===== src/rtl/axis2grid.sv =====
// ---------------------------------------------------------------------------
// axis2grid: AXI-Stream pixel frame -> WIDTH x HEIGHT alive-cell bitmap.
// Optional AXIS2GRID_COLOR_MASK_EN adds alive_mask. Rev 1.0
// ---------------------------------------------------------------------------
`default_nettype none

module axis2grid #(
  parameter int DWIDTH = 32,
  parameter int WIDTH  = 4,
  parameter int HEIGHT = 4
) (
  input  logic                      clk,
  input  logic                      rstn,
  input  logic [DWIDTH-1:0]         alive_color,
`ifdef AXIS2GRID_COLOR_MASK_EN
  input  logic [DWIDTH-1:0]         alive_mask,
`endif
  input  logic [DWIDTH-1:0]         S_AXIS_TDATA,
  input  logic                      S_AXIS_TVALID,
  input  logic                      S_AXIS_TLAST,
  output logic                      S_AXIS_TREADY,
  output logic [WIDTH*HEIGHT-1:0]   out_data,
  output logic                      out_valid,
  input  logic                      out_ready,
  output logic                      frame_err,
  output logic [15:0]               frame_count,
  output logic [15:0]               err_count
);

  localparam int N  = WIDTH * HEIGHT;
  localparam int IW = $clog2(N);
  localparam logic [IW-1:0] LAST_IDX = IW'(N - 1);

  typedef enum logic [1:0] {
    FILL    = 2'd0,
    DRAIN   = 2'd1,
    PRESENT = 2'd2
  } state_t;

  state_t          state, next_state;
  logic [IW-1:0]   idx;
  logic [N-1:0]    shadow;
  logic [N-1:0]    frame_bits;
  logic            alive;
  logic            accept;
  logic            complete;
  logic            err;

`ifdef AXIS2GRID_COLOR_MASK_EN
  assign alive = ((S_AXIS_TDATA & alive_mask) == (alive_color & alive_mask));
`else
  assign alive = (S_AXIS_TDATA == alive_color);
`endif

  assign S_AXIS_TREADY = (state != PRESENT);
  assign accept        = S_AXIS_TVALID && S_AXIS_TREADY;
  assign out_valid     = (state == PRESENT);

  // Final cell is merged combinationally so the frame lands in one cycle.
  always_comb begin
    frame_bits      = shadow;
    frame_bits[idx] = alive;
  end

  always_comb begin
    next_state = state;
    complete   = 1'b0;
    err        = 1'b0;
    case (state)
      FILL: begin
        if (accept) begin
          if (S_AXIS_TLAST && (idx == LAST_IDX)) begin
            complete   = 1'b1;
            next_state = PRESENT;
          end else if (S_AXIS_TLAST) begin
            err = 1'b1;
          end else if (idx == LAST_IDX) begin
            err        = 1'b1;
            next_state = DRAIN;
          end
        end
      end
      DRAIN: begin
        if (accept && S_AXIS_TLAST) next_state = FILL;
      end
      PRESENT: begin
        if (out_ready) next_state = FILL;
      end
      default: next_state = FILL;
    endcase
  end

  always_ff @(posedge clk or negedge rstn) begin
    if (!rstn) begin
      state       <= FILL;
      idx         <= '0;
      shadow      <= '0;
      out_data    <= '0;
      frame_err   <= 1'b0;
      frame_count <= 16'd0;
      err_count   <= 16'd0;
    end else begin
      state     <= next_state;
      frame_err <= err;
      if ((state == FILL) && accept) begin
        shadow[idx] <= alive;
        idx         <= (complete || err) ? '0 : idx + IW'(1);
      end
      if (complete) begin
        out_data    <= frame_bits;
        frame_count <= frame_count + 16'd1;
      end
      if (err && (err_count != 16'hFFFF)) err_count <= err_count + 16'd1;
    end
  end

endmodule

`default_nettype wire

===== config.mk =====
export PLATFORM = sky130hd
export DESIGN_NAME = axis2grid
export DESIGN_NICKNAME = d
export VERILOG_FILES = /design/src/rtl/axis2grid.sv
export SDC_FILE = /design/constraint.sdc
export NUM_CORES = 1
export LEC_CHECK = 0
export ABC_AREA = 1
export BUFFER_PORTS_ARGS = -buffer_cell sky130_fd_sc_hd__buf_2
export CAP_MARGIN = 10
export CORE_ASPECT_RATIO = 0.8
export CORE_MARGIN = 4
export CORE_UTILIZATION = 24
export DETAILED_ROUTE_END_ITERATION = 16
export PLACE_DENSITY = 0.39
export SETUP_SLACK_MARGIN = 0.05
export SYNTH_ARGS = -nofsm -noshare
export SYNTH_HDL_FRONTEND = slang
export SYNTH_SLANG_ARGS = --single-unit

===== constraint.sdc =====
create_clock -name clk -period 2.8 [get_ports clk]
set_input_delay 0.56 -clock clk [delete_from_list [all_inputs] [get_ports clk]]
set_output_delay 0.56 -clock clk [all_outputs]
set_load 0.03 [all_outputs]

==> run metrics <==
clock tree from TritonCTS built; Final Core Density 32.32%; family with the most delay on the worst path simple AND/OR/NAND/NOR gates; count of cells along the worst register-to-register path 8; antenna fix cells 0; Tightest Hold Check Type in -> async; routability cong. 0.7265; Crit Path Max Fanout 22; floorplan core area 16060 µm²; number of antenna-violating nets in the routed design 0; kind of start point of the critical path flop; Final #Nets 697; worst clock skew on the final layout 5.646 ps; number of warnings printed during yosys synthesis 0; clock net sink count 71; Via Count 3407; grt total ovfl 0; total number of cells along the worst setup path 8; shortest period the worst path allows 1982 ps; reported leakage power 2.887 nW; final worst path period share 70.79%; Achievable Freq 504.5 MHz; later-pin clock latency in the skew report 330 ps; CP Class reg -> reg; Finished Layout Cells 840; register clock-pin slew on the reported worst setup and hold paths 60 ps; detailed placement HPWL 7945 µm; post-route DRC violation count 0; cell area after synthesis 4001 µm²; unrepaired setup endpoints after global routing false; vias in the first global route 3460; final setup violation count 0; final wirelength 10390 µm; Vert. Die Dim 123.5 µm; Netlist cell types 28; clock tree root buffer cell clkbuf_16; number of core rows 41; Routed WL per cell 12.37 µm; share of post-route cells with drive strength above 1 28.48%; Hold Worst Slack 210.1 ps; Max VDD drop 306.6 µV; area growth from synthesis to final layout 29.67%; net count of the mapped netlist 572; initial antenna violation count 0; Tot Pwr 3.976 mW; PortBufs 119; Critical Path RT 3040 ps; data arrival time of the critical path 2220 ps; cell with the largest stage delay on the worst path dfrtp_1; setup repair bufs after CTS 0; hold_buf cts 0; share of the yosys chip area belonging to registers 44.40%; first-iteration detailed-routing DRC count 119; largest net degree at the start of global routing 38; number of placed instances with taps included 824; number of buffers created by CTS 9; die footprint 18810 µm²; area occupied by multi-input gates 1973 µm²; Via-to-Cell Ratio 4.056; number of levels the H-tree was split into 3; remaining max-slew budget at the tightest pin 60.05%; total count of max-transition violations in the final report 0; number of top-level design ports 120; result of the run finished clean; global-route wire length before repair 17330 µm; largest stage delay on the critical path 430 ps; mean cell area of the mapped netlist 8.084 µm²; #FFs+latches synth 71; cell-by-cell listing of the critical path ha_1 > nand2_2 > nor2_4 > nand2_4 > inv_2 > nor2_1 > o21ai_0 > a22oi_1; Setup WS pre-CTS 644.6 ps; PD cells 766.2 nW/µm²; buffers and inverters on the worst path 1; quantity of gates resized following cts 0; fillers 1723; post-route standard cell area excluding fillers 5189 µm²; die boundary width 152.4 µm; overall global routing resource usage 11.23%; maxcap violations 0; number of buffers between clock root and the deepest sink 2; total cell area at the placement stage 4848 µm²; Worst Tran Pin Value 597.8 ps; Syn Inst Count 495; kind of capture point of the worst setup path flop; post-route setup slack 818.0 ps; Storage cell area 1777 µm²; hold violation count in the final report 0; post-route setup TNS 0 ps; effective utilization at floorplan 24.92%; router iterations before antenna repair 4
-- cell type report --
| type | instances | share of cell area [%] |
|---|---|---|
| clock inverter | 3 | 1.736 |
| tap | 215 | 5.184 |
| inverter | 49 | 3.545 |
| clock buffer | 13 | 4.823 |
| timing repair buffer | 124 | 12.44 |
| sequential | 71 | 34.24 |
| multi-input combinational | 365 | 38.03 |
-- power breakdown --
group | switching (mW) | leakage, nW | internal (mW) | total (mW)
sequential | 0.164 | 0.949 | 1.25 | 1.42
combinational | 0.796 | 1.77 | 0.449 | 1.24
clock | 0.419 | 0.164 | 0.896 | 1.31
total | 1.38 | 2.89 | 2.60 | 3.98
-- cells in the mapped netlist --
| cell type | instances | area [µm²] |
|---|---|---|
| xnor2_1 | 29 | 254.0 |
| a31oi_1 | 1 | 6.260 |
| clkbuf_1 | 1 | 3.750 |
| buf_4 | 1 | 7.510 |
| inv_1 | 47 | 176.4 |
| dfrtp_1 | 71 | 1777 |
| a22oi_1 | 1 | 7.510 |
| nand4_1 | 8 | 50.05 |
| nor2_4 | 6 | 67.56 |
| buf_6 | 3 | 33.78 |
| buf_2 | 3 | 15.01 |
| nand2_2 | 6 | 37.54 |
| nor2_1 | 44 | 165.2 |
| xor2_1 | 21 | 183.9 |
| buf_1 | 2 | 7.510 |
| or2_2 | 16 | 100.1 |
| nor3_2 | 7 | 70.07 |
| nand2_4 | 2 | 22.52 |
| inv_2 | 2 | 7.510 |
| o21ai_0 | 4 | 20.02 |
| nand3b_1 | 1 | 7.510 |
| a21oi_1 | 6 | 30.03 |
| o22ai_1 | 2 | 12.51 |
| ha_1 | 8 | 100.1 |
| xnor2_2 | 2 | 32.53 |
| nand3_1 | 38 | 190.2 |
| nor3_1 | 3 | 15.01 |
| nand2_1 | 160 | 600.6 |
-- metal layers --
metal  global-route usage [%]  vias up  wire, µm
met1                    15.53     1581      5225
met3                    2.799        8       283
met2                    17.90       39      4800
li1                         -     1779         -
met4                    2.471        0        84
met5                        0        -         0
-- worst paths after layout --
| path | from | end | slack (ps) |
|---|---|---|---|
| max | idx[1] | idx[2] | 820 |
| max reg2reg | idx[1] | idx[2] | 820 |
| min in group clk | out_ready | state[1] | 430 |
| min | rstn | err_count[13] | 210 |
| max in group asynchronous | rstn | shadow[13] | 1960 |
| min reg2reg | out_data[1] | out_data[1] | 470 |
-- placed cells by master (no fill, tap or decap) --
master       n
a21oi_1      6
a22oi_1      1
a31oi_1      1
buf_12       1
buf_2      119
buf_4        4
bufinv_16    3
clkbuf_1     3
clkbuf_16    9
clkbuf_8     1
dfrtp_1     71
ha_1         8
inv_1       47
inv_2        2
nand2_1    160
nand2_2      6
nand2_4      2
nand3_1     38
nand3b_1     1
nand4_1      8
nor2_1      44
nor2_4       6
nor3_1       3
nor3_2       7
o21ai_0      4
o22ai_1      2
or2_2       16
xnor2_1     29
xnor2_2      2
xor2_1      21
-- cells by family (layout without fill, tap and decap cells) --
family / after synthesis / count (layout) / synth area share [%]
AOI/OAI and AO/OA: 14 / 14 / 1.908
xor gates and xnor gates: 52 / 52 / 11.76
adders and majority gates: 8 / 8 / 2.502
buffers and inverters: 59 / 189 / 6.285
DFF: 71 / 71 / 44.40
and+or+nand+nor: 291 / 291 / 33.15
-- sequential cells by signal, summed over array words and instances, names as in the netlist --
register / cells
err_count: 16
frame_count: 16
frame_err: 1
idx: 4
out_data: 16
shadow: 16
state: 2
No activity file was read; power rests on OpenSTA's default activity.
